--- config.mk ---
export PLATFORM = sky130hd
export DESIGN_NAME = conv_encoder
export DESIGN_NICKNAME = d
export VERILOG_FILES = /design/src/rtl/conv_encoder.sv
export SDC_FILE = /design/constraint.sdc
export NUM_CORES = 1
export LEC_CHECK = 0
export CORE_MARGIN = 4
export CORE_UTILIZATION = 54
export DETAILED_ROUTE_END_ITERATION = 8
export PLACE_DENSITY_LB_ADDON = 0.12
export SYNTH_ARGS = -nofsm -noshare
export SYNTH_HDL_FRONTEND = slang
export SYNTH_SLANG_ARGS = --single-unit
--- constraint.sdc ---
create_clock -name clk -period 4.6 [get_ports clk]
set_clock_uncertainty 0.15 [all_clocks]
set_input_delay 0.46 -clock clk [delete_from_list [all_inputs] [get_ports clk]]
set_output_delay 0.46 -clock clk [all_outputs]
set_load 0.05 [all_outputs]
--- src/rtl/conv_encoder.sv ---
// Rate-1/2, K=3 convolutional encoder with a one-deep output register and
// optional two-bit zero tail so every frame ends the trellis in state 00.
module conv_encoder #(
  parameter logic [2:0] G0        = 3'b111,
  parameter logic [2:0] G1        = 3'b101,
  parameter bit         TERMINATE = 1'b1,
  parameter int         CNT_W     = 16
) (
  input  logic             clk,
  input  logic             reset,
  input  logic             in_valid,
  output logic             in_ready,
  input  logic             in_bit,
  input  logic             in_last,
  output logic             out_valid,
  input  logic             out_ready,
  output logic [1:0]       out_sym,
  output logic             out_last,
  output logic             busy,
  output logic [CNT_W-1:0] sym_count
);

  typedef enum logic [1:0] {IDLE, DATA, TAIL} state_e;

  state_e             state_q, state_d;
  logic [1:0]         sreg_q, sreg_d;
  logic               tail_q, tail_d;
  logic               out_valid_q, out_valid_d;
  logic [1:0]         out_sym_q, out_sym_d;
  logic               out_last_q, out_last_d;
  logic [CNT_W-1:0]   cnt_q, cnt_d;

  logic               slot_free;
  logic               accept;
  logic               tail_fire;
  logic               enc_bit;
  logic [2:0]         w;
  logic [1:0]         sym;
  logic [CNT_W-1:0]   cnt_inc;

  assign slot_free = !out_valid_q || out_ready;
  assign in_ready  = slot_free && (state_q != TAIL) && !reset;
  assign accept    = in_valid && in_ready;
  assign tail_fire = (state_q == TAIL) && slot_free;

  // Tail steps shift in zeros; only accepted data bits enter the register.
  assign enc_bit = accept ? in_bit : 1'b0;
  assign w       = {enc_bit, sreg_q};
  assign sym     = {^(w & G0), ^(w & G1)};
  assign cnt_inc = (&cnt_q) ? cnt_q : cnt_q + CNT_W'(1);

  always_comb begin
    state_d     = state_q;
    sreg_d      = sreg_q;
    tail_d      = tail_q;
    out_sym_d   = out_sym_q;
    out_last_d  = out_last_q;
    cnt_d       = cnt_q;
    out_valid_d = out_valid_q && !out_ready;
    if (out_valid_q && out_ready) begin
      out_last_d = 1'b0;
    end

    if (accept) begin
      out_valid_d = 1'b1;
      out_sym_d   = sym;
      out_last_d  = 1'b0;
      sreg_d      = {in_bit, sreg_q[1]};
      cnt_d       = (state_q == IDLE) ? CNT_W'(1) : cnt_inc;
      if (!in_last) begin
        state_d = DATA;
      end else if (TERMINATE) begin
        state_d = TAIL;
        tail_d  = 1'b0;
      end else begin
        // Unterminated frames clear the trellis state for the next frame.
        state_d    = IDLE;
        out_last_d = 1'b1;
        sreg_d     = 2'b00;
      end
    end else if (tail_fire) begin
      out_valid_d = 1'b1;
      out_sym_d   = sym;
      out_last_d  = tail_q;
      cnt_d       = cnt_inc;
      sreg_d      = {1'b0, sreg_q[1]};
      tail_d      = 1'b1;
      if (tail_q) begin
        state_d = IDLE;
        tail_d  = 1'b0;
        sreg_d  = 2'b00;
      end
    end
  end

  always_ff @(posedge clk) begin
    if (reset) begin
      state_q     <= IDLE;
      sreg_q      <= 2'b00;
      tail_q      <= 1'b0;
      out_valid_q <= 1'b0;
      out_sym_q   <= 2'b00;
      out_last_q  <= 1'b0;
      cnt_q       <= '0;
    end else begin
      state_q     <= state_d;
      sreg_q      <= sreg_d;
      tail_q      <= tail_d;
      out_valid_q <= out_valid_d;
      out_sym_q   <= out_sym_d;
      out_last_q  <= out_last_d;
      cnt_q       <= cnt_d;
    end
  end

  assign out_valid = out_valid_q;
  assign out_sym   = out_sym_q;
  assign out_last  = out_last_q;
  assign busy      = (state_q != IDLE) || out_valid_q;
  assign sym_count = cnt_q;

endmodule

# Word level (Yosys, flattened, before mapping)

Cells that the tools add are included.

Register bits after elaboration: 25
Output and inout bits: 22
Logic and storage cells: 55

Add/sub/neg operators: 1
Equality and inequality tests: 3
Multiplexer cells: 22
Reduce and logical (&&, ||, !) cells: 22

Operators by type and width:

| cell                  | count |
|---|---|
| $mux 16               | 4 |
| $add 16x1->16 const B | 1 |
| $mux 2                | 8 |
| $reduce_and 16->1     | 1 |
| $mux 1                | 10 |
| $reduce_bool 2->1     | 4 |
| $logic_and 1x1->1     | 6 |
| $reduce_xor 3->1      | 2 |
| $ne 2x2->1 const B    | 2 |
| $reduce_and 2->1      | 2 |
| $logic_not 1->1       | 3 |
| $eq 2x2->1 const B    | 1 |
| $logic_not 2->1       | 1 |
| $logic_or 1x1->1      | 2 |
| $reduce_or 2->1       | 1 |

# Depth between registers and ports, before layout

Depth in word-level cells: 9
Mapped depth: 6
Gate-level depth less buffers: 5

# Least setup slack after synthesis

No wires, ideal clock.

Path kind: input port to output port
Start: input port reset
End: output port in_ready
Arrival time: 1.914 ns
Required time: 3.990 ns
Setup slack: 2.076 ns
Stages on the path: 3
Buffers on the path: 2
Cells stage by stage: clkbuf_1 -> clkbuf_1 -> nor3_1

Word-level cells in the longest chain between the ends: 2

Ends and longest elaborated chain:

| what              | RTL line | text |
|---|---|---|
| from (decl)       | 10       | `input logic reset,` |
| $logic_not 1->1   | 42       | `assign in_ready = slot_free && (state_q != TAIL) && !reset;` |
| $logic_and 1x1->1 | 42       |  |
| to (decl)         | 12       | `output logic in_ready,` |

No other way between the ends.

# Worst setup path after layout

Ends and elaborated chain as after synthesis.

==> results.cfg <==
[global_route]
grt_use_total_pct = 21.1
grt_overflow = 0
first_global_vias = 1262
grt_start_max_net_pins = 20
grt_pass1_wl_um = 5710
antenna_found_initial = 0

[place]
gp_congestion = 0.878
dp_cells = 212
dpl_cell_area_um2 = 1660
dpl_worst_slack_ns = 1.72
hpwl_um = 2460
port_buffers = 27

[clock_tree]
clock-sinks = 25
numCtsBuffers = 3
cts_buffer_depth = 2
insertion_delay_ns = 0.32
ctsHoldBuffers = 0
cts_resized = 0
tritoncts = done
postCtsSetupRepairBufs = 0
ctsHtreeMaxLevel = 1
clk_pin_slew_worst_paths_ns = 0.13
root_buffer = clkbuf_4

[pwr]
p_leak_nw = 0.569
peakVddDrop_v = 0.000218
p_per_area_nw_per_um2 = 247
power_uw = 416

[synth]
ys.flop_type = dfxtp_1
syn_nets = 170
synthCells = 163
syn_avg_cell_area_um2 = 8.60
ys_ff_latch = 25
syn_area_um2 = 1400
synth_cell_type_count = 55
synthArstFlopShare_pct = 0
synth_seq_area_share_pct = 35.7
yosysWarnings = 0
synth_edf_count = 0

[die]
initial_core_util_pct = 56.6
fp.dieH_um = 59.0
ioPinCount = 28
num_rows = 18
core-area_um2 = 2480
dieArea_um2 = 3480
die_x_um = 59.0

[timing]
period_share_pct = 62.6
fin_hold_ws_ns = 0.346
setup_viol = 0
tns_ns = 0
hold_viol = 0
rsz0062_at_grt = false
final_max_slew_viol_count = 0
clock.fmax_ghz = 0.347
slew_headroom_pct = 43.7
worst_slew_pin_slew_ns = 0.838
period_minus_slack_ns = 2.88
fin_ws_ns = 1.72

[finish]
fillCellCount = 217
design_area_um2 = 1690
drive_above_1_share_pct = 7.53
nets = 194
final_common_cell = clkdlybuf4s50_1
area_delta_synth_final_pct = 20.3
final_util_pct = 68.1
final_cell_mix = clkdlybuf4s50_1 (27), dfxtp_1 (25), a21oi_1 (18), nand2_1 (10)
antenna_cells = 0
fin_cells = 216

[worst_setup_path]
worstSetupPathType = in2out
endpoint_kind = output pin
cp_data_arrival_time_ns = 2.27
crit_path_max_fanout = 17
path_common_cell = clkdlybuf4s50_1
max_stage_delay_ns = 0.84
path_cells = clkdlybuf4s50_1, nor3_1, clkdlybuf4s50_1
worstPathRequired_ns = 3.99
critPathLaunchType = primary input
cp_slowest_cell = clkdlybuf4s50_1

[routing]
vias = 1400
routedWlPerCell_um = 15.7
drt_wl_total_um = 3390
drtIter0Drc = 60
firstDrtPassIters = 5
drc = 0
ant_nets = 0
routed_via_density = 6.48

[job]
maxCapViolCount = 0

[outcome]
outcome = finished clean

[hold_path]
hp-class = reg2reg
[per-layer routing]
metal / up-vias / track usage, % / part of all wire, %
met5: - / 0 / 0
met4: 0 / 8.09 / 1.9
met3: 7 / 2.85 / 4.6
met2: 42 / 34.1 / 45
met1: 666 / 28.4 / 48
li1: 685 / - / -
[state kept, by name, summed over array words and instances, names as in the netlist]
| name | flops |
|---|---|
| out_last | 1 |
| state_q | 2 |
| sreg_q | 2 |
| sym_count | 16 |
| out_valid | 1 |
| out_sym | 2 |
| tail_q | 1 |
[power breakdown]
| part | switching, mW | internal [mW] | total, mW |
|---|---|---|---|
| sequential | 0.00731 | 0.224 | 0.231 |
| clock | 0.0661 | 0.0339 | 0.100 |
| combinational | 0.0560 | 0.0295 | 0.0856 |
| total | 0.129 | 0.287 | 0.416 |
[worst max-delay path: cells and delay by family]
family	cells	cell delay (ns)
buffers and inverters	2	1.53
and+or+nand+nor	1	0.28
[Yosys cell counts (2+ instances only)]
library cell,count,area [um^2]
buf_2,2,10.0
o21ai_0,7,35.0
or2_2,2,12.5
and4_1,3,26.3
a211oi_1,2,15.0
a31oi_1,2,12.5
o31ai_1,8,60.1
dfxtp_1,25,500
o211ai_1,2,15.0
nor2b_1,2,12.5
or4_2,2,17.5
nand2b_1,4,25.0
inv_1,5,18.8
clkbuf_1,3,11.3
or4_1,7,52.6
or3_1,3,18.8
nor3_1,7,35.0
nand2_1,10,37.5
a21oi_1,18,90.1
nor2_1,5,18.8
nand4_1,3,18.8
nand3_1,8,40.0
[kinds of logic (layout without fill, tap and decap cells)]
group                    count (synthesis)  count (layout)  share of synthesized area (%)
flip-flops                              25              25                           35.7
adder cells (fa/ha/maj)                  1               1                          0.892
buffers and inverters                   13              36                           4.82
AND/OR/NAND/NOR                         66              66                           30.2
XOR/XNOR                                 1               1                          0.625
AO/OA/AOI/OAI                           56              56                           26.9
multiplexers                             1               1                          0.803
[final cells by class]
type                       count  area [um^2]  share of cell area, %
clock buffer                   4         26.3                   1.56
multi-input combinational    125          835                   49.4
sequential                    25          500                   29.7
tap                           30         37.5                   2.22
timing repair buffer          27          270                   16.0
inverter                       5         18.8                   1.11
[path summary, 6_finish.rpt]
check	start	to	slack (ns)	cells past startpoint
max	reset	in_ready	1.72	3
min	out_sym[0]	out_sym[0]	0.35	2
max reg2reg	sym_count[0]	sym_count[9]	2.21	5
min reg2reg	out_sym[0]	out_sym[0]	0.35	2
No activity file was read; power rests on OpenSTA's default activity.
